**config.mk**
```make
export PLATFORM = sky130hd
export DESIGN_NAME = ext_bus_sequencer
export DESIGN_NICKNAME = d
export VERILOG_FILES = /design/src/rtl/ext_bus_pkg.sv /design/src/rtl/ext_bus_shifter.sv /design/src/rtl/ext_bus_sequencer.sv
export SDC_FILE = /design/constraint.sdc
export NUM_CORES = 1
export LEC_CHECK = 0
export CAP_MARGIN = 15
export CORE_UTILIZATION = 51
export CTS_BUF_LIST = sky130_fd_sc_hd__clkbuf_4
export CTS_CLUSTER_SIZE = 40
export DETAILED_ROUTE_END_ITERATION = 16
export PLACE_DENSITY = 0.82
export SYNTH_ARGS = -nofsm -noshare
export SYNTH_HDL_FRONTEND = slang
export SYNTH_SLANG_ARGS = --single-unit
```
**constraint.sdc**
```tcl
create_clock -name clk -period 1.8 [get_ports clk]
set_input_delay 0.27 -clock clk [delete_from_list [all_inputs] [get_ports clk]]
set_output_delay 0.27 -clock clk [all_outputs]
set_load 0.02 [all_outputs]
```
**src/rtl/ext_bus_pkg.sv**
```systemverilog
// Shared types and helpers for the pin-multiplexed external bus sequencer.
package ext_bus_pkg;

  typedef enum logic [2:0] {
    ST_IDLE,
    ST_ADDR,
    ST_TURN,
    ST_DATA,
    ST_DONE
  } state_t;

  localparam logic [1:0] PH_IDLE = 2'b00;
  localparam logic [1:0] PH_ADDR = 2'b01;
  localparam logic [1:0] PH_DATA = 2'b10;
  localparam logic [1:0] PH_TURN = 2'b11;

  // Number of PIN_W-wide beats needed to carry a field of width a.
  function automatic int ceil_div(input int a, input int b);
    return (a + b - 1) / b;
  endfunction

endpackage

```
**src/rtl/ext_bus_shifter.sv**
```systemverilog
// Load / shift-out / shift-in register of N beats; the MSB beat is presented on the pins.
module ext_bus_shifter #(
  parameter int N     = 1,
  parameter int PIN_W = 4
) (
  input  logic               clk,
  input  logic               rst_n,
  input  logic               load,
  input  logic [N*PIN_W-1:0] load_val,
  input  logic               shift,
  input  logic [PIN_W-1:0]   shift_in,
  output logic [PIN_W-1:0]   beat,
  output logic [N*PIN_W-1:0] shifted
);

  localparam int W = N * PIN_W;

  logic [W-1:0] value;

  // A single-beat register has no remaining bits to move up; the new beat replaces it.
  if (N == 1) begin : g_single
    assign shifted = shift_in;
  end else begin : g_multi
    assign shifted = {value[W-PIN_W-1:0], shift_in};
  end

  // NOTE: sequential state is written with non-blocking assignments so every
  // register samples the pre-edge values, independent of process ordering.
  always_ff @(posedge clk or negedge rst_n) begin
    if (!rst_n)     value <= '0;
    else if (load)  value <= load_val;
    else if (shift) value <= shifted;
  end

  assign beat = value[W-1 -: PIN_W];

endmodule

```
**src/rtl/ext_bus_sequencer.sv**
```systemverilog
// External memory bus master: serialises CPU requests into address/turnaround/data beats
// on a narrow bidirectional pin group, with wait-states and timeout abort.
module ext_bus_sequencer
  import ext_bus_pkg::*;
#(
  parameter int ADDR_W  = 11,
  parameter int DATA_W  = 4,
  parameter int PIN_W   = 4,
  parameter int TIMEOUT = 15
) (
  input  logic              clk,
  input  logic              rst_n,
  input  logic              req_valid,
  output logic              req_ready,
  input  logic              req_we,
  input  logic [ADDR_W-1:0] req_addr,
  input  logic [DATA_W-1:0] req_wdata,
  output logic              rsp_valid,
  output logic [DATA_W-1:0] rsp_rdata,
  output logic              rsp_err,
  output logic [PIN_W-1:0]  bus_out,
  output logic [PIN_W-1:0]  bus_oe,
  input  logic [PIN_W-1:0]  bus_in,
  output logic              bus_rw,
  output logic [1:0]        bus_phase,
  input  logic              bus_rdy
);

  localparam int AB     = ceil_div(ADDR_W, PIN_W);
  localparam int DB     = ceil_div(DATA_W, PIN_W);
  localparam int AW     = AB * PIN_W;
  localparam int DW     = DB * PIN_W;
  localparam int MAXB   = (AB > DB) ? AB : DB;
  localparam int CNT_W  = $clog2(MAXB + 1);
  localparam int WAIT_W = $clog2(TIMEOUT + 1);

  localparam logic [CNT_W-1:0]  AB_LAST   = CNT_W'(AB - 1);
  localparam logic [CNT_W-1:0]  DB_LAST   = CNT_W'(DB - 1);
  localparam logic [WAIT_W-1:0] WAIT_LAST = WAIT_W'(TIMEOUT - 1);

  state_t              state_q, state_d;
  logic                we_q;
  logic                err_q;
  logic [CNT_W-1:0]    beat_cnt_q;
  logic [WAIT_W-1:0]   wait_cnt_q;
  logic [DATA_W-1:0]   rsp_rdata_q;

  logic                accept, addr_shift, addr_last;
  logic                beat_done, beat_wait, abort, read_done;
  logic [PIN_W-1:0]    addr_beat, data_beat;
  logic [AW-1:0]       addr_shifted;
  logic [DW-1:0]       data_shifted;
  logic                unused_shift_bits;

  ext_bus_shifter #(.N(AB), .PIN_W(PIN_W)) u_addr_shifter (
    .clk      (clk),
    .rst_n    (rst_n),
    .load     (accept),
    .load_val (AW'(req_addr)),
    .shift    (addr_shift),
    .shift_in ('0),
    .beat     (addr_beat),
    .shifted  (addr_shifted)
  );

  // Shared between directions: write data shifts out, read data shifts in from the pins.
  ext_bus_shifter #(.N(DB), .PIN_W(PIN_W)) u_data_shifter (
    .clk      (clk),
    .rst_n    (rst_n),
    .load     (accept),
    .load_val (DW'(req_wdata)),
    .shift    (beat_done),
    .shift_in (bus_in),
    .beat     (data_beat),
    .shifted  (data_shifted)
  );

  assign unused_shift_bits = ^{addr_shifted, data_shifted};
  assign addr_last         = (beat_cnt_q == AB_LAST);

  // NOTE: every signal driven here gets a default first, so no path through the
  // case statement can leave it unassigned and infer a latch.
  always_comb begin
    state_d    = state_q;
    accept     = 1'b0;
    addr_shift = 1'b0;
    beat_done  = 1'b0;
    beat_wait  = 1'b0;
    abort      = 1'b0;
    read_done  = 1'b0;
    unique case (state_q)
      ST_IDLE: begin
        if (req_valid) begin
          accept  = 1'b1;
          state_d = ST_ADDR;
        end
      end
      ST_ADDR: begin
        addr_shift = 1'b1;
        if (addr_last) state_d = we_q ? ST_DATA : ST_TURN;
      end
      ST_TURN: state_d = ST_DATA;
      ST_DATA: begin
        if (bus_rdy) begin
          beat_done = 1'b1;
          if (beat_cnt_q == DB_LAST) begin
            read_done = !we_q;
            state_d   = ST_DONE;
          end
        end else if (wait_cnt_q == WAIT_LAST) begin
          abort   = 1'b1;
          state_d = ST_DONE;
        end else begin
          beat_wait = 1'b1;
        end
      end
      ST_DONE: state_d = ST_IDLE;
      default: state_d = ST_IDLE;
    endcase
  end

  always_ff @(posedge clk or negedge rst_n) begin
    if (!rst_n) begin
      state_q     <= ST_IDLE;
      we_q        <= 1'b0;
      err_q       <= 1'b0;
      beat_cnt_q  <= '0;
      wait_cnt_q  <= '0;
      rsp_rdata_q <= '0;
    end else begin
      state_q <= state_d;
      if (accept) begin
        we_q       <= req_we;
        err_q      <= 1'b0;
        beat_cnt_q <= '0;
        wait_cnt_q <= '0;
      end
      // The beat counter is reused: it returns to zero at the end of the address phase.
      if (addr_shift) beat_cnt_q <= addr_last ? '0 : beat_cnt_q + CNT_W'(1);
      if (beat_done) begin
        beat_cnt_q <= beat_cnt_q + CNT_W'(1);
        wait_cnt_q <= '0;
      end else if (beat_wait) begin
        wait_cnt_q <= wait_cnt_q + WAIT_W'(1);
      end
      if (abort)     err_q       <= 1'b1;
      if (read_done) rsp_rdata_q <= data_shifted[DATA_W-1:0];
    end
  end

  always_comb begin
    bus_phase = PH_IDLE;
    unique case (state_q)
      ST_ADDR: bus_phase = PH_ADDR;
      ST_TURN: bus_phase = PH_TURN;
      ST_DATA: bus_phase = PH_DATA;
      default: bus_phase = PH_IDLE;
    endcase
  end

  logic drive;
  assign drive     = (state_q == ST_ADDR) || ((state_q == ST_DATA) && we_q);
  assign bus_oe    = {PIN_W{drive}};
  assign bus_out   = (state_q == ST_ADDR) ? addr_beat :
                     ((state_q == ST_DATA) && we_q) ? data_beat : '0;
  assign bus_rw    = we_q && (state_q inside {ST_ADDR, ST_TURN, ST_DATA});
  assign req_ready = (state_q == ST_IDLE);
  assign rsp_valid = (state_q == ST_DONE);
  assign rsp_err   = (state_q == ST_DONE) && err_q;
  assign rsp_rdata = rsp_rdata_q;

endmodule

```
==> flow_summary.yaml, run 1 <==
run_status:
  status: "finished clean"
cells_and_area:
  nets: 246
  layout_common_cells: "dfrtp_1 (29), clkdlybuf4s50_1 (27), nand2_1 (17), buf_4 (16), nand3_1 (14)"
  antennaDiodeCount: 0
  final_layout_size_suffix_gt1_frac: 0.257
  multi_input_area_um2: 858
  fillers: 237
  seq_area_um2: 778
  layout_commonest_cell: "dfrtp_1"
  instances_no_fill: 262
  syn2layout_area_growth_pct: 32.7
synthesis:
  syn_nets: 196
  synthFlopType: "dfrtp_1"
  synthDistinctLibCells: 41
  ys_seq_elements: 31
  synth-seq-area-share: 0.453
  synth_top_area_share: 0.453
  netlist_instances: 167
  syn_avg_cell_area_um2: 10.3
  ys_warn_count: 0
  yosysTopAreaCell: "dfrtp_1"
  ys_async_sr_fraction: 1.00
  synth_edf_count: 0
  synth_area_mm2: 0.00171
  netlist_top_cells_area: "dfrtp_1 (45%), a221o_1 (4.1%), nand3_1 (4.1%), nand2_1 (3.7%), ha_1 (3.7%)"
global_route:
  antenna_found_initial: 0
  overflow: 0
  grt_pass1_wl_mm: 6.51
  track_usage: 0.252
  grt_max_degree: 32
  grt_pass1_vias: 1453
worst_setup_path:
  cp-startpoint: "state_q[1]"
  arrival_ns: 1.99
  critPathKind: "reg -> reg"
  endpoint_kind: "flip-flop"
  cp_max_fo: 12
  worstSetupEndpoint: "err_q"
  rr_endpoint: "err_q"
  worstReg2RegStart: "state_q[1]"
  crit_required_ns: 2.03
  cp-start-kind: "flip-flop"
  ff2ff_path_depth: 5
  r2r_slack_ns: 0.05
pwr:
  vdd_drop_max_v: 0.000890
  power_frac_seq: 0.316
  p_per_area_mw_per_mm2: 1650
  total_power_w: 0.00376
  power.net_switching_w: 0.00153
  p_leak_nw: 1.07
  power.share.clock: 0.143
  swShare: 0.408
  intPower_w: 0.00222
  combPwrFrac: 0.542
timing:
  post-route-period-util: 0.975
  drv_slew: 0
  hold_viol: 0
  setup_viol: 0
  rsz0062_at_grt: "yes"
  holdWs_ns: 0.306
  final.min_clock_period_ns: 1.75
  tightest_slew_ns: 0.394
  slew_headroom: 0.736
  fin_skew_ns: 0.00952
  fmax_mhz: 570
  tns_ns: 0
routing:
  routed_via_density: 5.70
  drtPass1Iterations: 4
  drtIter0Drc: 67
  drc: 0
  wl_mm: 4.10
  dr_total_vias: 1494
  route.detailed.wl_per_inst_um: 15.6
  ant_nets: 0
floorplanning:
  fp.dieH_um: 60.0
  core_mm2: 0.00313
  start_util: 0.548
  die_w_um: 60.0
  rows: 20
  die_area_mm2: 0.00359
  io_pins: 42
clock_network:
  cts_hold_buf: 0
  cts_buffers: 5
  path_clk_slew_ns: 0.10
  clk_path_buf_depth: 2
  htreeDepth: 2
  clk_latency_ns: 0.34
  cts_sinks: 31
  cts_root_buf: "clkbuf_4"
  cts_tree: "built"
place:
  dp_hpwl_mm: 2.91
  place_inst: 248
  gp_congestion: 0.799
  port_buffers: 41
min_path:
  hp-class: "in -> async"
flow_run:
  cap_violations: 0
## registers in the layout, summed over array words and instances, names as in the netlist
name / flops
beat_cnt_q: 2
err_q: 1
u_data_shifter.beat: 4
u_addr_shifter.value: 12
rsp_rdata: 4
we_q: 1
wait_cnt_q: 4
state_q: 3
## worst min-delay path by stage
| stage | to | slack (ns) | start | cells after the start |
|---|---|---|---|---|
| after floorplan | beat_cnt_q[0] | -0.03 | rst_n | 0 |
| after global placement | u_addr_shifter.value[0] | 0.48 | u_addr_shifter.value[0] | 2 |
| after detailed placement | u_addr_shifter.value[0] | 0.48 | u_addr_shifter.value[0] | 2 |
| after CTS | rsp_rdata[3] | 0.31 | rst_n | 2 |
| after global routing | err_q | 0.32 | rst_n | 2 |
| final | wait_cnt_q[2] | 0.31 | rst_n | 2 |
## logic make-up after synthesis
| group | synth area share |
|---|---|
| simple gates | 0.236 |
| compound gates | 0.155 |
| flops | 0.453 |
| buf+inv | 0.0730 |
| mux | 0.0416 |
| fa+ha+maj | 0.0365 |
| xor+xnor | 0.00511 |
## cells in the mapped netlist, drive strengths merged (3+ instances only)
master,count
a21oi,9
and2,8
nand2b,6
ha,5
nor3,3
dfrtp,31
clkbuf,4
nand3,14
nand2,17
a22oi,3
nor2,6
nor2b,3
a221o,7
inv,5
buf,12
and3,3
mux2,5
## layout make-up
type	instances	share of cell area
clock buffer	5	0.0165
clock inverter	3	0.0171
inverter	5	0.00826
multi-input combinational	116	0.378
sequential	31	0.342
tap	44	0.0242
timing repair buffer	58	0.214
## stage by stage
stage / area [um^2] / utilization / setup WS [ns]
2_1_floorplan: 1710 / - / 0.204
3_3_place_gp: 2160 / 0.691 / 0.0572
3_5_place_dp: 2160 / 0.691 / -0.0128
4_1_cts: 2260 / 0.724 / -0.0473
5_1_grt: 2270 / 0.727 / -0.00794
6_report: 2270 / 0.727 / 0.0458
## repair_timing
item / in CTS / in global routing
gates cloned: 0 / 1
gates resized for setup: 35 / 25
pin swaps: 1 / 4
hold endpoints to repair: 0 / 0
setup endpoints to repair: 14 / 32
setup buffers: 4 / 2
## power groups by stage
| stage | logic, W | registers [W] | clock network (W) |
|---|---|---|---|
| CTS | 0.00197 | 0.00118 | 0.000544 |
| floorplan | 0.00130 | 0.00119 | 0 |
| global placement | 0.00191 | 0.00118 | 0 |
| detailed placement | 0.00198 | 0.00120 | 0 |
| finish | 0.00204 | 0.00119 | 0.000535 |
| global route | 0.00221 | 0.00122 | 0.000574 |
## worst max-delay path, cell delays in order (launching register included)
cell	delay, ns
dfrtp_2	0.46
buf_4	0.15
buf_4	0.13
buf_6	0.14
or4b_4	0.57
a22o_1	0.20
## per-layer routing
| layer | share of wire | routed length (um) | track usage |
|---|---|---|---|
| met1 | 0.42 | 1720 | 0.322 |
| met2 | 0.51 | 2100 | 0.411 |
| met3 | 0.052 | 214 | 0.0649 |
| met4 | 0.017 | 68 | 0.0897 |
| met5 | 0 | 0 | 0 |
No activity file was read; power rests on OpenSTA's default activity.
==> run 2, diff against run 1 <==
Settings changed: ABC_AREA set to 1.
==> run 2 against run 1 <==
Against the previous run: register-to-register slack better by 0.26 ns; global-route usage down 2.4 points; cell count up 14%; largest power group unchanged.
==> flow_summary.yaml, run 2 <==
floorplanning:
  rows: 20
  start_util: 0.542
  core_mm2: 0.00310
  die_area_mm2: 0.00353
  die_w_um: 59.4
  io_pins: 42
  fp.dieH_um: 59.4
worst_setup_path:
  cp_max_fo: 7
  endpoint_kind: "output port"
  cp-start-kind: "flip-flop"
  crit_required_ns: 1.53
  critPathKind: "reg -> out"
  arrival_ns: 1.44
routing:
  dr.max_layer_used: "met4"
  routed_via_density: 4.90
  drtIter0Drc: 51
  wl_mm: 3.54
  dr_wl_met2_mm: 1.72
  route.detailed.wl_per_inst_um: 11.9
  drc: 0
  route.met3.wl_um: 174
  dr_total_vias: 1459
  ant_nets: 0
  wl_met1_mm: 1.59
  drtPass1Iterations: 4
cells_and_area:
  layout_common_cells: "nand2_1 (54), dfrtp_1 (30), nand3_1 (27), clkdlybuf4s50_1 (27), inv_1 (22)"
  layout_commonest_cell: "nand2_1"
  final_layout_size_suffix_gt1_frac: 0.189
  largest_register_ffs: 12
  final_core_util: 0.697
  antennaDiodeCount: 0
  syn2layout_area_growth_pct: 28.6
  nets: 282
  regMostFlops: "u_addr_shifter.value"
  instances_no_fill: 298
pwr:
  p_leak_nw: 1.08
  total_power_w: 0.00351
  vdd_drop_max_v: 0.00100
  p_per_area_mw_per_mm2: 1620
synthesis:
  ys_warn_count: 0
  syn_avg_cell_area_um2: 8.24
  synthDistinctLibCells: 27
  synth_area_mm2: 0.00168
  synth_edf_count: 0
  ys_async_sr_fraction: 1.00
  yosysTopAreaCell: "dfrtp_1"
  ys_seq_elements: 31
  netlist_instances: 204
  synth-seq-area-share: 0.461
  yosysMostFrequentCell: "nand2_1"
  ys_top_cells_by_count: "nand2_1 (54), dfrtp_1 (31), nand3_1 (27)"
  syn_nets: 233
  netlist_top_cells_area: "dfrtp_1 (46%), nand2_1 (12%), nand3_1 (8.0%), inv_1 (4.9%), ha_1 (3.7%)"
  synthFlopType: "dfrtp_1"
  synth_top_area_share: 0.461
clock_network:
  cts_hold_buf: 0
  cts_sinks: 31
  clk_latency_ns: 0.33
  cts_root_buf: "clkbuf_4"
  htreeDepth: 2
  clk_path_buf_depth: 2
  path_clk_slew_ns: 0.10
  cts_buffers: 5
  cts_tree: "built"
global_route:
  track_usage: 0.227
  grt_max_degree: 32
  grt_pass1_wl_mm: 5.76
  overflow: 0
  grt_pass1_vias: 1361
  antenna_found_initial: 0
timing:
  slew_headroom: 0.742
  post-route-period-util: 0.948
  rsz0062_at_grt: "no"
  tightest_slew_ns: 0.387
  drv_slew: 0
  tns_ns: 0
  holdWs_ns: 0.307
  final.min_clock_period_ns: 1.71
  setup_viol: 0
  fin_skew_ns: 0.0102
  hold_viol: 0
  fmax_mhz: 586
flow_run:
  cap_violations: 0
run_status:
  status: "finished clean"
place:
  gp_congestion: 0.814
  dp_hpwl_mm: 2.71
  place_inst: 289
  port_buffers: 41
min_path:
  hp-class: "in -> async"
run 2: final cells by class:
cell class / instances / area (um^2)
clock inverters: 2 / 7.51
inverters: 27 / 103
well taps: 44 / 55.1
multi-input cells: 137 / 749
repair buffers: 51 / 427
clock buffers: 6 / 45.0
fillers: 268 / 940
flip-flops and latches: 31 / 777
run 2: path summary, 6_finish.rpt:
| path | start | endpoint | slack (ns) | depth (start not counted) |
|---|---|---|---|---|
| max | state_q[1] | bus_rw | 0.09 | 4 |
| min | rst_n | u_addr_shifter.value[3] | 0.31 | 2 |
| max reg2reg | state_q[1] | u_addr_shifter.value[10] | 0.31 | 6 |
| min reg2reg | rsp_rdata[1] | rsp_rdata[1] | 0.49 | 2 |
| max in group asynchronous | rst_n | state_q[1] | 1.18 | 2 |
| min in group clk | req_addr[3] | u_addr_shifter.value[3] | 0.47 | 3 |
run 2: cells by family after synthesis:
family / after synthesis / synth area share
compound gates: 24 / 0.0952
xor+xnor: 2 / 0.0104
fa+ha+maj: 5 / 0.0372
buf+inv: 36 / 0.0945
flops: 31 / 0.461
simple gates: 106 / 0.301
run 2: worst max-delay path, cell delays in order (launching register included):
cell and delay, ns:
dfrtp_2 0.46, buf_4 0.16, nor2_4 0.15, nor2_1 0.06
clkdlybuf4s15_1 0.28
run 2: what timing repair did:
item                       in CTS  in global routing
resized for setup              40                 13
setup endpoints to repair      14                  8
pin swaps                       1                  0
setup buffers                   1                  0
run 2: routing by layer:
metal  vias up  GRT usage
li1        750          -
met5         -          0
met2        36      0.384
met4         0     0.0714
met1       668      0.278
met3         5     0.0677
run 2: per-stage QoR:
step                worst slack, ns  area (um^2)
floorplan                     0.228         1680
global placement           -0.00412         2160
detailed placement         -0.00170         2160
CTS                        0.000575         2190
global route               0.000221         2160
finish                       0.0935         2160
run 2: power by group:
part	internal (W)	total (W)	switching, W
combinational	0.000759	0.00196	0.00120
sequential	0.000980	0.00117	0.000190
clock	0.000159	0.000384	0.000224
